$ cat config.mk
export PLATFORM = sky130hd
export DESIGN_NAME = shift_serial_feeder_flat
export DESIGN_NICKNAME = d
export VERILOG_FILES = /design/src/rtl/shift_serial_feeder_if.sv /design/src/rtl/shift_serial_feeder.sv /design/src/flat_wrapper.sv
export SDC_FILE = /design/constraint.sdc
export NUM_CORES = 1
export LEC_CHECK = 0
export ABC_AREA = 1
export CAP_MARGIN = 5
export CORE_ASPECT_RATIO = 0.8
export CORE_MARGIN = 5
export CORE_UTILIZATION = 57
export CTS_CLUSTER_DIAMETER = 40
export CTS_CLUSTER_SIZE = 12
export DETAILED_ROUTE_END_ITERATION = 10
export GPL_TIMING_DRIVEN = 0
export PLACE_DENSITY = 0.81
export SKIP_CTS_REPAIR_TIMING = 1
export SLEW_MARGIN = 30
export SYNTH_ARGS = -nofsm -noshare
export SYNTH_HDL_FRONTEND = slang
export SYNTH_SLANG_ARGS = --single-unit
$ cat constraint.sdc
create_clock -name Clk -period 3.3 [get_ports Clk]
set_input_delay 0.495 -clock Clk [delete_from_list [all_inputs] [get_ports Clk]]
set_output_delay 0.495 -clock Clk [all_outputs]
set_load 0.1 [all_outputs]
$ cat src/rtl/shift_serial_feeder_if.sv
// Handshake and serial-line bundle for shift_serial_feeder.
// master = upstream word source, slave = the feeder.
interface shift_serial_feeder_if #(
  parameter int WIDTH = 8
);
  logic [WIDTH-1:0] din;
  logic             dir;
  logic             valid;
  logic             ready;
  logic             sout;
  logic             sel;
  logic             busy;
  logic             done;

  modport master (
    output din, dir, valid,
    input  ready, sout, sel, busy, done
  );

  modport slave (
    input  din, dir, valid,
    output ready, sout, sel, busy, done
  );
endinterface

$ cat src/rtl/shift_serial_feeder.sv
// Parallel-to-serial feeder: data bits, optional parity, zero flush.
// Optional parity bit enabled by defining SER_PARITY_EN.
module shift_serial_feeder #(
  parameter int WIDTH = 8,
  parameter int FLUSH = 4
) (
  input  logic Clk,
  input  logic Rst,
  shift_serial_feeder_if.slave bus
);
  localparam int CW = $clog2(WIDTH + FLUSH + 1);

  localparam logic [2:0] S_IDLE = 3'd0;
  localparam logic [2:0] S_DATA = 3'd1;
  localparam logic [2:0] S_FLSH = 3'd2;
  localparam logic [2:0] S_DONE = 3'd4;
`ifdef SER_PARITY_EN
  localparam logic [2:0] S_PAR  = 3'd3;
`endif

  localparam logic [CW-1:0] D_LAST =
    CW'(WIDTH - 1);
  localparam logic [CW-1:0] F_LAST =
    (FLUSH > 0) ? CW'(FLUSH - 1) : '0;

  logic [2:0]       state_q, state_d;
  logic [CW-1:0]    cnt_q, cnt_d;
  logic [WIDTH-1:0] shreg_q, shreg_d;
  logic             sel_q, sel_d;
  logic             sout_q, sout_d;
  logic             ready_q, ready_d;
  logic             busy_q, busy_d;
  logic             done_q, done_d;
`ifdef SER_PARITY_EN
  logic             par_q, par_d;
`endif

  logic [2:0]       tl_state;
  logic [CW-1:0]    tl_cnt;
  logic             tl_done;

  // End of payload: enter flush, or skip straight to DONE.
  always_comb begin
    tl_state = S_DONE;
    tl_cnt   = '0;
    tl_done  = 1'b1;
    if (FLUSH > 0) begin
      tl_state = S_FLSH;
      tl_cnt   = F_LAST;
      tl_done  = 1'b0;
    end
  end

  // Frame sequencing and next serial bit.
  always_comb begin
    state_d = state_q;
    cnt_d   = cnt_q;
    shreg_d = shreg_q;
    sel_d   = sel_q;
    sout_d  = 1'b0;
    ready_d = ready_q;
    busy_d  = busy_q;
    done_d  = 1'b0;
`ifdef SER_PARITY_EN
    par_d   = par_q;
`endif
    unique case (1'b1)
      (state_q == S_IDLE): begin
        if (bus.valid && ready_q) begin
          state_d = S_DATA;
          cnt_d   = D_LAST;
          sel_d   = bus.dir;
          ready_d = 1'b0;
          busy_d  = 1'b1;
          if (bus.dir) begin
            sout_d  = bus.din[0];
            shreg_d = bus.din >> 1;
          end else begin
            sout_d  = bus.din[WIDTH-1];
            shreg_d = bus.din << 1;
          end
`ifdef SER_PARITY_EN
          par_d = ^bus.din;
`endif
        end
      end
      (state_q == S_DATA): begin
        if (cnt_q != '0) begin
          cnt_d = cnt_q - CW'(1);
          if (sel_q) begin
            sout_d  = shreg_q[0];
            shreg_d = shreg_q >> 1;
          end else begin
            sout_d  = shreg_q[WIDTH-1];
            shreg_d = shreg_q << 1;
          end
        end else begin
`ifdef SER_PARITY_EN
          state_d = S_PAR;
          sout_d  = par_q;
`else
          state_d = tl_state;
          cnt_d   = tl_cnt;
          done_d  = tl_done;
`endif
        end
      end
`ifdef SER_PARITY_EN
      (state_q == S_PAR): begin
        state_d = tl_state;
        cnt_d   = tl_cnt;
        done_d  = tl_done;
      end
`endif
      (state_q == S_FLSH): begin
        if (cnt_q != '0) begin
          cnt_d = cnt_q - CW'(1);
        end else begin
          state_d = S_DONE;
          done_d  = 1'b1;
        end
      end
      (state_q == S_DONE): begin
        state_d = S_IDLE;
        ready_d = 1'b1;
        busy_d  = 1'b0;
      end
      default: begin
        state_d = S_IDLE;
        cnt_d   = '0;
        ready_d = 1'b1;
        busy_d  = 1'b0;
      end
    endcase
  end

  // State and registered outputs with synchronous reset.
  always_ff @(posedge Clk) begin
    if (Rst) begin
      state_q <= S_IDLE;
      cnt_q   <= '0;
      shreg_q <= '0;
      sel_q   <= 1'b1;
      sout_q  <= 1'b0;
      ready_q <= 1'b1;
      busy_q  <= 1'b0;
      done_q  <= 1'b0;
`ifdef SER_PARITY_EN
      par_q   <= 1'b0;
`endif
    end else begin
      state_q <= state_d;
      cnt_q   <= cnt_d;
      shreg_q <= shreg_d;
      sel_q   <= sel_d;
      sout_q  <= sout_d;
      ready_q <= ready_d;
      busy_q  <= busy_d;
      done_q  <= done_d;
`ifdef SER_PARITY_EN
      par_q   <= par_d;
`endif
    end
  end

  assign bus.ready = ready_q;
  assign bus.sout  = sout_q;
  assign bus.sel   = sel_q;
  assign bus.busy  = busy_q;
  assign bus.done  = done_q;
endmodule

$ cat src/flat_wrapper.sv
// flat-port wrapper written by rule: the top's interface ports become plain ports
module shift_serial_feeder_flat 
#(
  parameter int WIDTH = 8,
  parameter int FLUSH = 4
)
  (Clk, Rst, bus_din, bus_dir, bus_valid, bus_ready, bus_sout, bus_sel, bus_busy, bus_done);
  shift_serial_feeder_if #(.WIDTH(WIDTH)) bus_i ();
  input  logic Clk;
  input  logic Rst;
  input wire logic [$bits(bus_i.din)-1:0] bus_din;
  input wire logic [$bits(bus_i.dir)-1:0] bus_dir;
  input wire logic [$bits(bus_i.valid)-1:0] bus_valid;
  output wire logic [$bits(bus_i.ready)-1:0] bus_ready;
  output wire logic [$bits(bus_i.sout)-1:0] bus_sout;
  output wire logic [$bits(bus_i.sel)-1:0] bus_sel;
  output wire logic [$bits(bus_i.busy)-1:0] bus_busy;
  output wire logic [$bits(bus_i.done)-1:0] bus_done;
  assign bus_i.din = bus_din;
  assign bus_i.dir = bus_dir;
  assign bus_i.valid = bus_valid;
  assign bus_ready = bus_i.ready;
  assign bus_sout = bus_i.sout;
  assign bus_sel = bus_i.sel;
  assign bus_busy = bus_i.busy;
  assign bus_done = bus_i.done;
  shift_serial_feeder #(.WIDTH(WIDTH), .FLUSH(FLUSH)) u_core (.Clk(Clk), .Rst(Rst), .bus(bus_i));
endmodule
==> impl_summary.txt, run 1 <==
----------------------------------------------------
[Status]
  Run status ... completed

[Yosys]
  Synthesized area per cell ... 6.52 um2
  Yosys warning total ... 0
  Cell variety after synth ... 22
  Count of flip-flops with a built-in enable after synthesis ... 0
  Top area cells in the synthesized netlist ... sky130_fd_sc_hd__dfxtp_1 34%, sky130_fd_sc_hd__nand2_1 19%, sky130_fd_sc_hd__o21ai_0 5.9%
  Number of nets produced by synthesis ... 197
  Post-Synthesis Cells ... 183
  Cell type with the largest total area after synthesis ... sky130_fd_sc_hd__dfxtp_1
  Synth top area share ... 33.6%
  FFs w/ async S/R, synth ... 0%
  Number of register bits inferred by synthesis ... 20
  Count leader, synth ... sky130_fd_sc_hd__nand2_1
  Netlist area before placement ... 1190 um2
  Sequential fraction of the synthesis area ... 33.6%
  Flip-flop cell with the highest count after synthesis ... sky130_fd_sc_hd__dfxtp_1
  Leading cell types by count after synthesis ... 61 x sky130_fd_sc_hd__nand2_1, 20 x sky130_fd_sc_hd__dfxtp_1, 15 x sky130_fd_sc_hd__inv_1, 15 x sky130_fd_sc_hd__nor2_1, 14 x sky130_fd_sc_hd__o21ai_0

[CTS]
  Max clock buf depth ... 2
  Clk Latency, worst-skew pair ... between 300 and 400 ps
  TritonCTS clock tree ... yes
  H-tree depth reported by CTS ... 1
  TritonCTS buffer count ... 3
  Post-CTS clock slew at the launch and capture registers of the worst setup and hold paths ... 120 ps
  Num Clock Sinks ... 20
  Clock root buffer ... sky130_fd_sc_hd__clkbuf_4

[Routing]
  Total number of vias ... approximately 1200
  DRT antenna net count ... 0
  Iter 0 DRT Violations ... 56
  DR WL/cell ... 12.7 um
  Detailed-routing iteration count for the pre-antenna-repair pass ... 6
  Vias per Instance ... 5.29
  Routed wire length ... 2.88 mm
  Number of remaining DRC errors ... 0

[GRT]
  Global-route wire length before repair ... 4.92 mm
  Largest net degree at the start of global routing ... 12
  Initial antenna violation count ... 0
  Overall fraction of global-route tracks in use ... 20.4%
  Vias in the first global route ... about 1100
  Total grt overflow ... 0

[Floorplan]
  Width of the die ... a little over 60 um
  Core area ... 1940 um2
  Die Area ... roughly 3100 um2
  Count of boundary I/O pins ... 17
  Die H ... 50.9 um
  Placement row count ... 14
  Starting density of the core ... 61.3%

[Setup path]
  Type of the setup path with the least slack ... flop to output pin
  Cell breakdown of the critical path ... clkdlybuf4s50_1
  Delay contributed by the slowest stage of the critical path ... 1140 ps
  Number of buffers and inverters on the critical path ... 1
  Startpoint of the worst register-to-register path ... u_core.cnt_q[0]
  Kind of end point of the critical path ... output pin
  Cell with the largest stage delay on the worst path ... sky130_fd_sc_hd__clkdlybuf4s50_1
  Critical Path Stages ... 1
  Crit path launch type ... flop
  Path depth of the worst reg2reg path ... 8
  Family with the most delay on the worst path ... buffers and inverters
  Maximum fanout along the worst path ... 3
  Data required time of the worst path ... 2800 ps
  Critical Path Start ... u_core.bus.ready
  Data arrival time at the worst-slack endpoint ... 1820 ps

[Timing]
  Final setup violation count ... 0
  Worst Tran Pin Value ... 967 ps
  Setup TNS ... 0 ps
  Fin Hold WS ... ~480 ps
  Max Clock Skew ... 13.9 ps
  Normalized max-slew margin ... 35.3%
  Fin. Hold Viols ... 0
  Fraction of the cycle the final worst path needs ... 70.1%
  Number of pins exceeding their max-slew limit in the final report ... 0
  Setup repair after global routing missed its margin ... no
  Max Fclk ... between 0.4 and 0.5 GHz
  Final Critical Period ... approximately 2300 ps

[Run]
  Max-Cap Viols ... 0

[Power]
  Power Dens Cells ... 747 nW/um2
  VDD IR max ... 640 uV
  Leakage power total ... 0.000644 uW

[Cells and area]
  Syn-to-layout area delta ... 18.2%
  Ant diodes ... 0
  Number of fill cells in the layout ... 162
  Utilization after layout ... 72.5%
  Area occupied by multi-input gates ... between 600 and 700 um2
  Area used by sequential logic in the layout ... 400 um2
  Post-layout net count ... 217
  Layout cell share with drive strength beyond 1 ... 13.9%

[Placement]
  Final Wtd Congestion ... 0.866
  Total of buffers placed on input and output ports ... 15
  Hpwl dp ... 2.22 mm

[Hold path]
  Worst min-delay path category ... flop to flop
  Beginning of the worst hold path ... u_core.bus.busy
  Hold path depth ... 2

----------------------------------------------------
## state kept, by name (all words and copies together), names as in the netlist
register          count
u_core.bus.done       1
u_core.bus.sel        1
u_core.bus.ready      1
u_core.cnt_q          4
u_core.bus.busy       1
u_core.bus.sout       1
u_core.shreg_q        8
u_core.state_q        3
## cell type report
cell class | instances | area share (%)
clock buffer | 4 | 2.58
sequential | 20 | 28.4
tap | 24 | 2.13
multi-input combinational | 138 | 49.1
buffer | 4 | 1.51
timing repair buffer | 15 | 10.7
inverter | 21 | 5.60
## cells in the final DEF (no fill, tap or decap), drive strengths merged
cell type,netlist,final
a22oi,1,1
dfxtp,20,20
clkbuf,0,4
nand2,66,66
buf,4,4
nor3,4,4
xor2,1,1
inv,21,21
nand3,11,11
nor2,21,21
ha,2,2
clkdlybuf4s50,0,15
a21oi,13,13
o21ai,19,19
## power by group
group / switching, uW / internal [uW] / total (uW)
registers: 48.3 / 304 / 353
clock network: 77.2 / 67.3 / 145
logic: 382 / 173 / 555
## worst paths after layout
| path | end | slack, ps |
|---|---|---|
| worst min register to register | u_core.bus.busy | 480 |
| worst max register to register | u_core.shreg_q[0] | 1800 |
| worst max-delay path | bus_ready | 990 |
| worst min-delay path | u_core.bus.busy | 480 |
## worst reg2reg max path, cell delays in order, from the launching register on
cell and delay [ps]:
sky130_fd_sc_hd__dfxtp_1 340, sky130_fd_sc_hd__inv_1 110, sky130_fd_sc_hd__ha_1 180, sky130_fd_sc_hd__nand2_1 90, sky130_fd_sc_hd__nor2_4 180, sky130_fd_sc_hd__nor2_4 80, sky130_fd_sc_hd__nor2_4 210, sky130_fd_sc_hd__nand2_1 110
sky130_fd_sc_hd__a21oi_2 140
## kinds of logic after synthesis
group	Yosys count	share of synthesized area, %
buffers and inverters	25	8.39
AO/OA/AOI/OAI	33	15.0
XOR/XNOR	1	0.735
adder cells (fa/ha/maj)	2	2.10
flip-flops	20	33.6
AND/OR/NAND/NOR	102	40.2
## per-stage QoR
stage,power [uW],instance area [um2],instances,worst slack (ps)
after floorplan,782,1190,183,1400
after global placement,888,1370,222,1340
after detailed placement,906,1370,222,1330
after CTS,1050,1410,226,991
after global routing,1130,1410,226,945
final,1050,1410,226,986
## routing by layer
metal / GRT usage [%] / share of wire [%]
met5: 0 / 0
met4: 1.44 / 0.21
met3: 5.29 / 6.7
met2: 33.5 / 45
met1: 28.0 / 48
Power figures use the tool's default switching activity.
==> inputs of run 2 (changes only) <==
--- a/config.mk
+++ b/config.mk
@@ -9,12 +9,12 @@
 export CAP_MARGIN = 5
 export CORE_ASPECT_RATIO = 0.8
 export CORE_MARGIN = 5
-export CORE_UTILIZATION = 57
+export CORE_UTILIZATION = 48
 export CTS_CLUSTER_DIAMETER = 40
 export CTS_CLUSTER_SIZE = 12
 export DETAILED_ROUTE_END_ITERATION = 10
 export GPL_TIMING_DRIVEN = 0
-export PLACE_DENSITY = 0.81
+export PLACE_DENSITY = 0.72
 export SKIP_CTS_REPAIR_TIMING = 1
 export SLEW_MARGIN = 30
 export SYNTH_ARGS = -nofsm -noshare
==> constraint.sdc (replaced) <==
create_clock -name Clk -period 2 [get_ports Clk]
set_input_delay 0.3 -clock Clk [delete_from_list [all_inputs] [get_ports Clk]]
set_output_delay 0.3 -clock Clk [all_outputs]
set_load 0.1 [all_outputs]
==> run 2 against run 1 <==
- die area rose by 15%
- via count fell by 4.3%
- power rose by 63%
- combinational power rose by 61%
- clock skew barely moved
- hold slack got worse by 140 ps
- final area rose by 2.0%
- largest power group unchanged
==> impl_summary.txt, run 2 (same netlist as run 1, synthesis figures left out) <==
----------------------------------------------------
[Hold path]
  Hold path depth ... 3 (+1)
  Beginning of the worst hold path ... bus_dir
  Hold Path End ... u_core.bus.sel
  Worst min-delay path category ... input pin to flop

[Floorplan]
  Die H ... 54.6 um (+7.2%)
  Starting density of the core ... 49.2% (-12 points)
  Count of boundary I/O pins ... 17 (unchanged)
  Core area ... 2420 um2 (+25%)
  Width of the die ... 65.7 um (+7.5%)
  Placement row count ... 16 (+2)
  Die Area ... 3590 um2 (+15%)

[Timing]
  Final Critical Period ... 1740 ps
  Fraction of the cycle the final worst path needs ... 87.2%
  Setup TNS ... 0 ps (unchanged)
  Number of pins exceeding their max-slew limit in the final report ... 0 (unchanged)
  Max Fclk ... 0.573 GHz
  Fin. Hold Viols ... 0 (unchanged)
  Setup repair after global routing missed its margin ... no
  Final setup violation count ... 0 (unchanged)
  Normalized max-slew margin ... 35.4% (+0.090 points)
  Max Clock Skew ... 13.7 ps (-0.184 ps)
  Worst Tran Pin Value ... 967 ps (+0.101 ps)

[Cells and area]
  Area occupied by multi-input gates ... 692 um2 (unchanged)
  Syn-to-layout area delta ... 20.5%
  Register name with the most flops ... u_core.shreg_q
  Commonest non-fill, non-tap cell in the layout ... sky130_fd_sc_hd__nand2_1
  Area used by sequential logic in the layout ... 400 um2 (unchanged)
  Commonest non-fill, non-tap cells in the layout ... 61 x sky130_fd_sc_hd__nand2_1, 20 x sky130_fd_sc_hd__dfxtp_1, 15 x sky130_fd_sc_hd__inv_1, 15 x sky130_fd_sc_hd__nor2_1, 14 x sky130_fd_sc_hd__o21ai_0
  Largest registers ... u_core.shreg_q: 8 flops, u_core.cnt_q: 4 flops, u_core.state_q: 3 flops
  Layout cell share with drive strength beyond 1 ... 13.9% (unchanged)
  Flip-flop count of the largest register after layout ... 8 (unchanged)
  Number of fill cells in the layout ... 243 (+50%)
  Post-layout net count ... 217 (unchanged)
  Ant diodes ... 0 (unchanged)

[GRT]
  Largest net degree at the start of global routing ... 12 (unchanged)
  Overall fraction of global-route tracks in use ... 16.5% (-3.9 points)
  Global-route wire length before repair ... 4.55 mm (-7.4%)
  Total grt overflow ... 0 (unchanged)
  Initial antenna violation count ... 0 (unchanged)
  Vias in the first global route ... 1026 (-7.9%)

[Status]
  Run status ... completed

[CTS]
  Max clock buf depth ... 2 (unchanged)
  Clock root buffer ... sky130_fd_sc_hd__clkbuf_4
  Post-CTS clock slew at the launch and capture registers of the worst setup and hold paths ... 120 ps (about the same)
  TritonCTS buffer count ... 3 (unchanged)
  TritonCTS clock tree ... yes
  H-tree depth reported by CTS ... 1 (unchanged)
  Clk Latency, worst-skew pair ... 320 ps (about the same)
  Num Clock Sinks ... 20 (unchanged)

[Setup path]
  Path depth of the worst reg2reg path ... 8 (unchanged)
  Critical Path Start ... u_core.bus.ready
  Number of buffers and inverters on the critical path ... 1 (unchanged)
  Data arrival time at the worst-slack endpoint ... 1440 ps (-380 ps)
  Kind of end point of the critical path ... output pin
  Startpoint of the worst register-to-register path ... u_core.cnt_q[0]
  Maximum fanout along the worst path ... 3 (unchanged)
  Family with the most delay on the worst path ... buffers and inverters
  Delay contributed by the slowest stage of the critical path ... 750 ps (-390 ps)
  Cell breakdown of the critical path ... dlymetal6s2s_1
  Worst reg2reg path endpoint ... u_core.shreg_q[0]
  Crit path launch type ... flop
  Cell with the largest stage delay on the worst path ... sky130_fd_sc_hd__dlymetal6s2s_1
  Slack of the worst reg-to-reg path ... 590 ps (-1210 ps)
  Type of the setup path with the least slack ... flop to output pin
  Data required time of the worst path ... 1700 ps (-1100 ps)

[Placement]
  Total of buffers placed on input and output ports ... 15 (unchanged)
  Hpwl dp ... 2.03 mm (-8.6%)
  Final Wtd Congestion ... 0.820 (-5.3%)

[Routing]
  DR WL/cell ... 10.9 um (-15%)
  DRT antenna net count ... 0 (unchanged)
  Total number of vias ... 1144 (-4.3%)
  Routed wire length ... 2.59 mm (-10%)
  Vias per Instance ... 4.81 (-9.2%)
  Number of remaining DRC errors ... 0 (unchanged)
  Detailed-routing iteration count for the pre-antenna-repair pass ... 4 (-2)
  Iter 0 DRT Violations ... 67 (+20%)

[Power]
  Overall power of the completed layout ... 1720 uW (+63%)
  Leakage power total ... 0.000703 uW (+9.2%)
  VDD IR max ... 574 uV (-10%)
  Power Dens Cells ... 1200 nW/um2 (+60%)

[Run]
  Max-Cap Viols ... 0 (unchanged)

----------------------------------------------------
## run 2: cell types whose count changed in the layout (fill, tap and decap cells not counted), sizes merged
| cell | change |
|---|---|
| clkdlybuf4s50 | -5 |
| dlymetal6s2s | +5 |
## run 2: stage by stage
stage / util [%] / std cells / hold slack (ps) / area (um2) / setup WS [ps]
floorplan: - / 183 / 400 / 1190 / 99.5
global route: 59.3 / 238 / 375 / 1440 / 218
global placement: 57.3 / 234 / 450 / 1390 / 227
detailed placement: 57.3 / 234 / 459 / 1390 / 217
CTS: 58.8 / 238 / 343 / 1420 / -144
finish: 59.3 / 238 / 341 / 1440 / 255
## run 2: area by class of cell
class | count | share of cell area [%]
inverter | 21 | 5.49
clock buffer | 4 | 2.53
tap | 36 | 3.14
timing repair buffer | 15 | 11.3
sequential | 20 | 27.9
multi-input combinational | 138 | 48.2
buffer | 4 | 1.48
## run 2: report_power, final
group	total, uW	internal, uW	switching, uW
sequential	580	502	78.2
combinational	892	283	609
clock	245	111	133
total	1720	896	820
## run 2: worst max path at each step
stage / to / cells past startpoint
6_report: bus_ready / 1
5_1_grt: bus_ready / 1
4_1_cts: bus_ready / 1
3_5_place_dp: bus_ready / 1
3_3_place_gp: bus_ready / 1
2_1_floorplan: u_core.cnt_q[0] / 5
## run 2: per-layer routing
metal / GRT usage [%] / vias to the layer above / share of wire (%)
met5: 0 / - / 0
met4: 3.79 / 0 / 1.2
met3: 5.34 / 7 / 5.1
met2: 24.8 / 19 / 43
met1: 23.0 / 498 / 51
li1: - / 620 / -
## run 2: worst register-to-register path, cell delays in order (launching register included)
cell	delay (ps)
sky130_fd_sc_hd__dfxtp_1	330
sky130_fd_sc_hd__inv_1	90
sky130_fd_sc_hd__ha_1	180
sky130_fd_sc_hd__nand2_1	90
sky130_fd_sc_hd__nor2_4	160
sky130_fd_sc_hd__nor2_4	80
sky130_fd_sc_hd__nor2_4	200
sky130_fd_sc_hd__nand2_1	100
sky130_fd_sc_hd__a21oi_2	130
